### src/rtl/string_serializer.sv
// string_serializer: loads a parallel word and shifts it out MSB first as a
// registered serial stream, LEN+1 bits long, for a downstream string detector.
//
// Ports
//   CP       in   clock, all state changes on the rising edge
//   RST      in   asynchronous active-high reset
//   LOAD     in   start request, honoured only in IDLE or FIN
//   DATA     in   WIDTH-bit parallel word, sent MSB first
//   LEN      in   CW-bit bit count minus one, clamped to WIDTH-1
//   D        out  registered serial bit
//   BUSY     out  high while a word is being shifted
//   DONE     out  one-cycle pulse after the last bit
//   BIT_CNT  out  bits still to send after the current one
//   LOOP     in   (only with STRING_SERIALIZER_LOOP_EN) repeat the saved word
//
// Optional feature macro: STRING_SERIALIZER_LOOP_EN
module string_serializer #(
  parameter int unsigned WIDTH = 8,
  parameter int unsigned CW    = 3
) (
  input  logic             CP,
  input  logic             RST,
  input  logic             LOAD,
  input  logic [WIDTH-1:0] DATA,
  input  logic [CW-1:0]    LEN,
`ifdef STRING_SERIALIZER_LOOP_EN
  input  logic             LOOP,
`endif
  output logic             D,
  output logic             BUSY,
  output logic             DONE,
  output logic [CW-1:0]    BIT_CNT
);

  typedef enum logic [1:0] {
    IDLE  = 2'd0,
    SHIFT = 2'd1,
    FIN   = 2'd2
  } state_t;

  localparam logic [CW-1:0] LenMax = CW'(WIDTH - 1);

  state_t           state_q, state_d;
  logic             d_q, d_d;
  logic             busy_q, busy_d;
  logic             done_q, done_d;
  logic [CW-1:0]    cnt_q, cnt_d;
  logic [WIDTH-1:0] sr_q, sr_d;
  logic [CW-1:0]    len_clamped;

`ifdef STRING_SERIALIZER_LOOP_EN
  logic [WIDTH-1:0] saved_data_q, saved_data_d;
  logic [CW-1:0]    saved_len_q, saved_len_d;
`endif

  // Compare in 32 bits so WIDTH == 2**CW does not wrap the limit.
  assign len_clamped = (32'(LEN) >= WIDTH) ? LenMax : LEN;

  // State and output registers.
  always_ff @(posedge CP or posedge RST) begin
    if (RST) begin
      state_q <= IDLE;
      d_q     <= 1'b0;
      busy_q  <= 1'b0;
      done_q  <= 1'b0;
      cnt_q   <= '0;
      sr_q    <= '0;
`ifdef STRING_SERIALIZER_LOOP_EN
      saved_data_q <= '0;
      saved_len_q  <= '0;
`endif
    end else begin
      state_q <= state_d;
      d_q     <= d_d;
      busy_q  <= busy_d;
      done_q  <= done_d;
      cnt_q   <= cnt_d;
      sr_q    <= sr_d;
`ifdef STRING_SERIALIZER_LOOP_EN
      saved_data_q <= saved_data_d;
      saved_len_q  <= saved_len_d;
`endif
    end
  end

  // Next-state and next-output logic.
  always_comb begin
    state_d = state_q;
    d_d     = d_q;
    busy_d  = busy_q;
    done_d  = done_q;
    cnt_d   = cnt_q;
    sr_d    = sr_q;
`ifdef STRING_SERIALIZER_LOOP_EN
    saved_data_d = saved_data_q;
    saved_len_d  = saved_len_q;
`endif
    case (state_q)
      IDLE, FIN: begin
        if (LOAD) begin
          state_d = SHIFT;
          d_d     = DATA[WIDTH-1];
          sr_d    = {DATA[WIDTH-2:0], 1'b0};
          cnt_d   = len_clamped;
          busy_d  = 1'b1;
          done_d  = 1'b0;
`ifdef STRING_SERIALIZER_LOOP_EN
          saved_data_d = DATA;
          saved_len_d  = len_clamped;
`endif
        end else begin
          state_d = IDLE;
          d_d     = 1'b0;
          busy_d  = 1'b0;
          done_d  = 1'b0;
          cnt_d   = '0;
        end
      end
      SHIFT: begin
        if (cnt_q != '0) begin
          d_d   = sr_q[WIDTH-1];
          sr_d  = {sr_q[WIDTH-2:0], 1'b0};
          cnt_d = cnt_q - CW'(1);
`ifdef STRING_SERIALIZER_LOOP_EN
        end else if (LOOP) begin
          // Restart from the saved word on the last-bit edge: no gap, no DONE.
          d_d   = saved_data_q[WIDTH-1];
          sr_d  = {saved_data_q[WIDTH-2:0], 1'b0};
          cnt_d = saved_len_q;
`endif
        end else begin
          state_d = FIN;
          d_d     = 1'b0;
          busy_d  = 1'b0;
          done_d  = 1'b1;
        end
      end
      default: begin
        state_d = IDLE;
        d_d     = 1'b0;
        busy_d  = 1'b0;
        done_d  = 1'b0;
        cnt_d   = '0;
      end
    endcase
  end

  assign D       = d_q;
  assign BUSY    = busy_q;
  assign DONE    = done_q;
  assign BIT_CNT = cnt_q;

endmodule

### config.mk
export PLATFORM = sky130hd
export DESIGN_NAME = string_serializer
export DESIGN_NICKNAME = d
export VERILOG_FILES = /design/src/rtl/string_serializer.sv
export SDC_FILE = /design/constraint.sdc
export NUM_CORES = 1
export LEC_CHECK = 0
export CAP_MARGIN = 20
export CORE_MARGIN = 3
export CORE_UTILIZATION = 49
export CTS_CLUSTER_SIZE = 40
export DETAILED_ROUTE_END_ITERATION = 16
export GPL_ROUTABILITY_DRIVEN = 0
export PLACE_DENSITY = 0.92
export SLEW_MARGIN = 15
export SYNTH_ARGS = -nofsm -noshare
export SYNTH_HDL_FRONTEND = slang
export SYNTH_SLANG_ARGS = --single-unit
### constraint.sdc
create_clock -name CP -period 3.15 [get_ports CP]
set_input_delay 0.63 -clock CP [delete_from_list [all_inputs] [get_ports CP]]
set_output_delay 0.63 -clock CP [all_outputs]
set_load 0.1 [all_outputs]
==> impl_metrics.yaml <==
yosys:
  mappedNetlistNets: 84
  synth.cell_area_um2: 739
  synth_edf_count: 0
  synth_seq_cells: 14
  synthFlopType: "dfrtp_1"
  synth_cells: 68
  async_flop_share_pct: 100
  synth_warnings: 0
  ys_types: 20
  avgSynthCellArea_um2: 10.9
  synth-seq-area-share_pct: 47.4
worst_setup_path:
  cp.arrival_ns: 2.14
  critPathCaptureType: "flip-flop"
  crit_type: "flip-flop to flip-flop"
  worstPathMaxFanout: 14
  start_kind: "flip-flop"
  cp_data_required_time_ns: 3.31
route:
  drt_iter0_drc: 13
  vias_per_cell: 5.78
  totalWireLength_um: 1410
  drt_pass1_iterations: 4
  wl_per_cell_um: 14.1
  antenna_left: 0
  vias: 578
  drc: 0
clock_network:
  clock_latency_ns: 0.27
  cts_hold_buffers: 0
  numCtsBuffers: 3
  clockBufferDepth: 2
  cts.sinks: 14
  cts_root_buf: "clkbuf_4"
  cts_resized: 0
  clkTransAtPathRegs_ns: 0.08
  cts_tree: "done"
  htree_levels: 1
  cts_setup_buffers: 0
floorplanning:
  die_h_um: 44.8
  rows: 13
  io_pins: 20
  core_region_area_um2: 1350
  die_area_um2: 2010
  initial_utilization_pct: 54.8
  fp.dieW_um: 44.8
timing:
  max_freq_mhz: 504
  slew_headroom_pct: 66.0
  worst_pin_slew_ns: 0.510
  final.min_clock_period_ns: 1.98
  hold_violations: 0
  maxSlewViolCount: 0
  rsz0062_at_grt: "no"
  post-route-period-util_pct: 62.9
  fin_tns_setup_ns: 0
  finClkSkew_ns: 0.00290
  setup-violations-final: 0
grt:
  antenna_found_initial: 0
  grt_pass1_vias: 578
  grt_pass1_wl_um: 2350
  grt_usage_pct: 16.0
  grt_max_degree: 19
  grt_overflow: 0
placed_design:
  dp.cells: 97
  hpwl_um: 1060
  numPortBuffers: 19
  place_area_um2: 898
status:
  status: "completed"
cells_and_area:
  multi_input_area_um2: 317
  final_layout_size_suffix_gt1_share_pct: 11.8
  nets: 103
  final_cell_mix: "14 x dfrtp_1, 13 x clkdlybuf4s50_1, 10 x inv_1, 7 x nor3b_1"
  diodes: 0
  regArea_um2: 350
  final_common_cell: "dfrtp_1"
  layout.cells.non_filler: 100
  area_growth_syn_to_layout_pct: 24.5
  n_fill_cell: 110
  fin_area_um2: 921
flow_run:
  max_cap_violations: 0
worst_hold_path:
  hold_path.class: "flip-flop to flip-flop"
synthesized netlist by cell type (2+ instances only):
library cell,count,area (um2)
nor3b_1,7,52.6
clkbuf_1,2,7.51
a22o_1,2,17.5
ha_1,2,25.0
nor2b_1,2,12.5
buf_6,2,22.5
nand2b_1,5,31.3
a311oi_1,6,52.6
dfrtp_1,14,350
a32o_1,2,20.0
inv_1,10,37.5
nor4b_1,6,52.6
path summary, 6_finish.rpt:
kind	from	endpoint	slack [ns]	cells past startpoint
min reg2reg	BUSY$_DFFE_PP0P_	BUSY$_DFFE_PP0P_	0.49	1
max in group asynchronous	RST	sr_q[5]$_DFFE_PP0P_	2.13	2
min in group asynchronous	RST	DONE$_DFFE_PP0P_	0.69	2
min	BUSY$_DFFE_PP0P_	BUSY$_DFFE_PP0P_	0.49	1
max	BIT_CNT[0]$_DFFE_PP0P_	sr_q[5]$_DFFE_PP0P_	1.17	5
max reg2reg	BIT_CNT[0]$_DFFE_PP0P_	sr_q[5]$_DFFE_PP0P_	1.17	5
final cells by class:
| class | count | share of cell area [%] |
|---|---|---|
| inverter | 10 | 4.08 |
| tap | 15 | 2.04 |
| multi-input combinational | 39 | 34.4 |
| clock buffer | 3 | 2.45 |
| sequential | 14 | 38.0 |
| timing repair buffer | 19 | 19.0 |
routing by layer:
layer | GRT usage (%) | part of all wire (%) | vias up
li1 | - | - | 278
met1 | 19.6 | 43 | 270
met2 | 27.2 | 47 | 28
met3 | 2.39 | 8.9 | 2
met4 | 7.60 | 1.1 | 0
met5 | 0 | 0 | -
registers in the layout, summed over array words and instances, names as in the netlist:
register  count
BIT_CNT       3
D             1
state_q       1
DONE          1
BUSY          1
sr_q          7
kinds of logic after synthesis:
logic type      synth area share (%)
buf+inv                         9.81
fa+ha+maj                       3.38
simple gates                    23.9
flops                           47.4
compound gates                  14.4
xor+xnor                        1.18
critical path, cell delays in order (launching register included):
cell      delay (ns)
dfrtp_1         0.39
inv_1           0.06
ha_1            0.21
ha_1            0.34
or3b_1          0.54
a311oi_1        0.34
stage by stage:
stage	hold WS (ns)	util, %	setup slack [ns]
2_1_floorplan	0.466	-	0.846
5_1_grt	0.511	68.2	1.07
3_3_place_gp	0.466	66.5	1.24
4_1_cts	0.495	68.2	1.15
6_report	0.492	68.2	1.17
3_5_place_dp	0.478	66.5	1.16
Power is left out: the tool's default activity adds up to more than one toggle a clock period on the data nets, which glitch-free logic cannot reach.
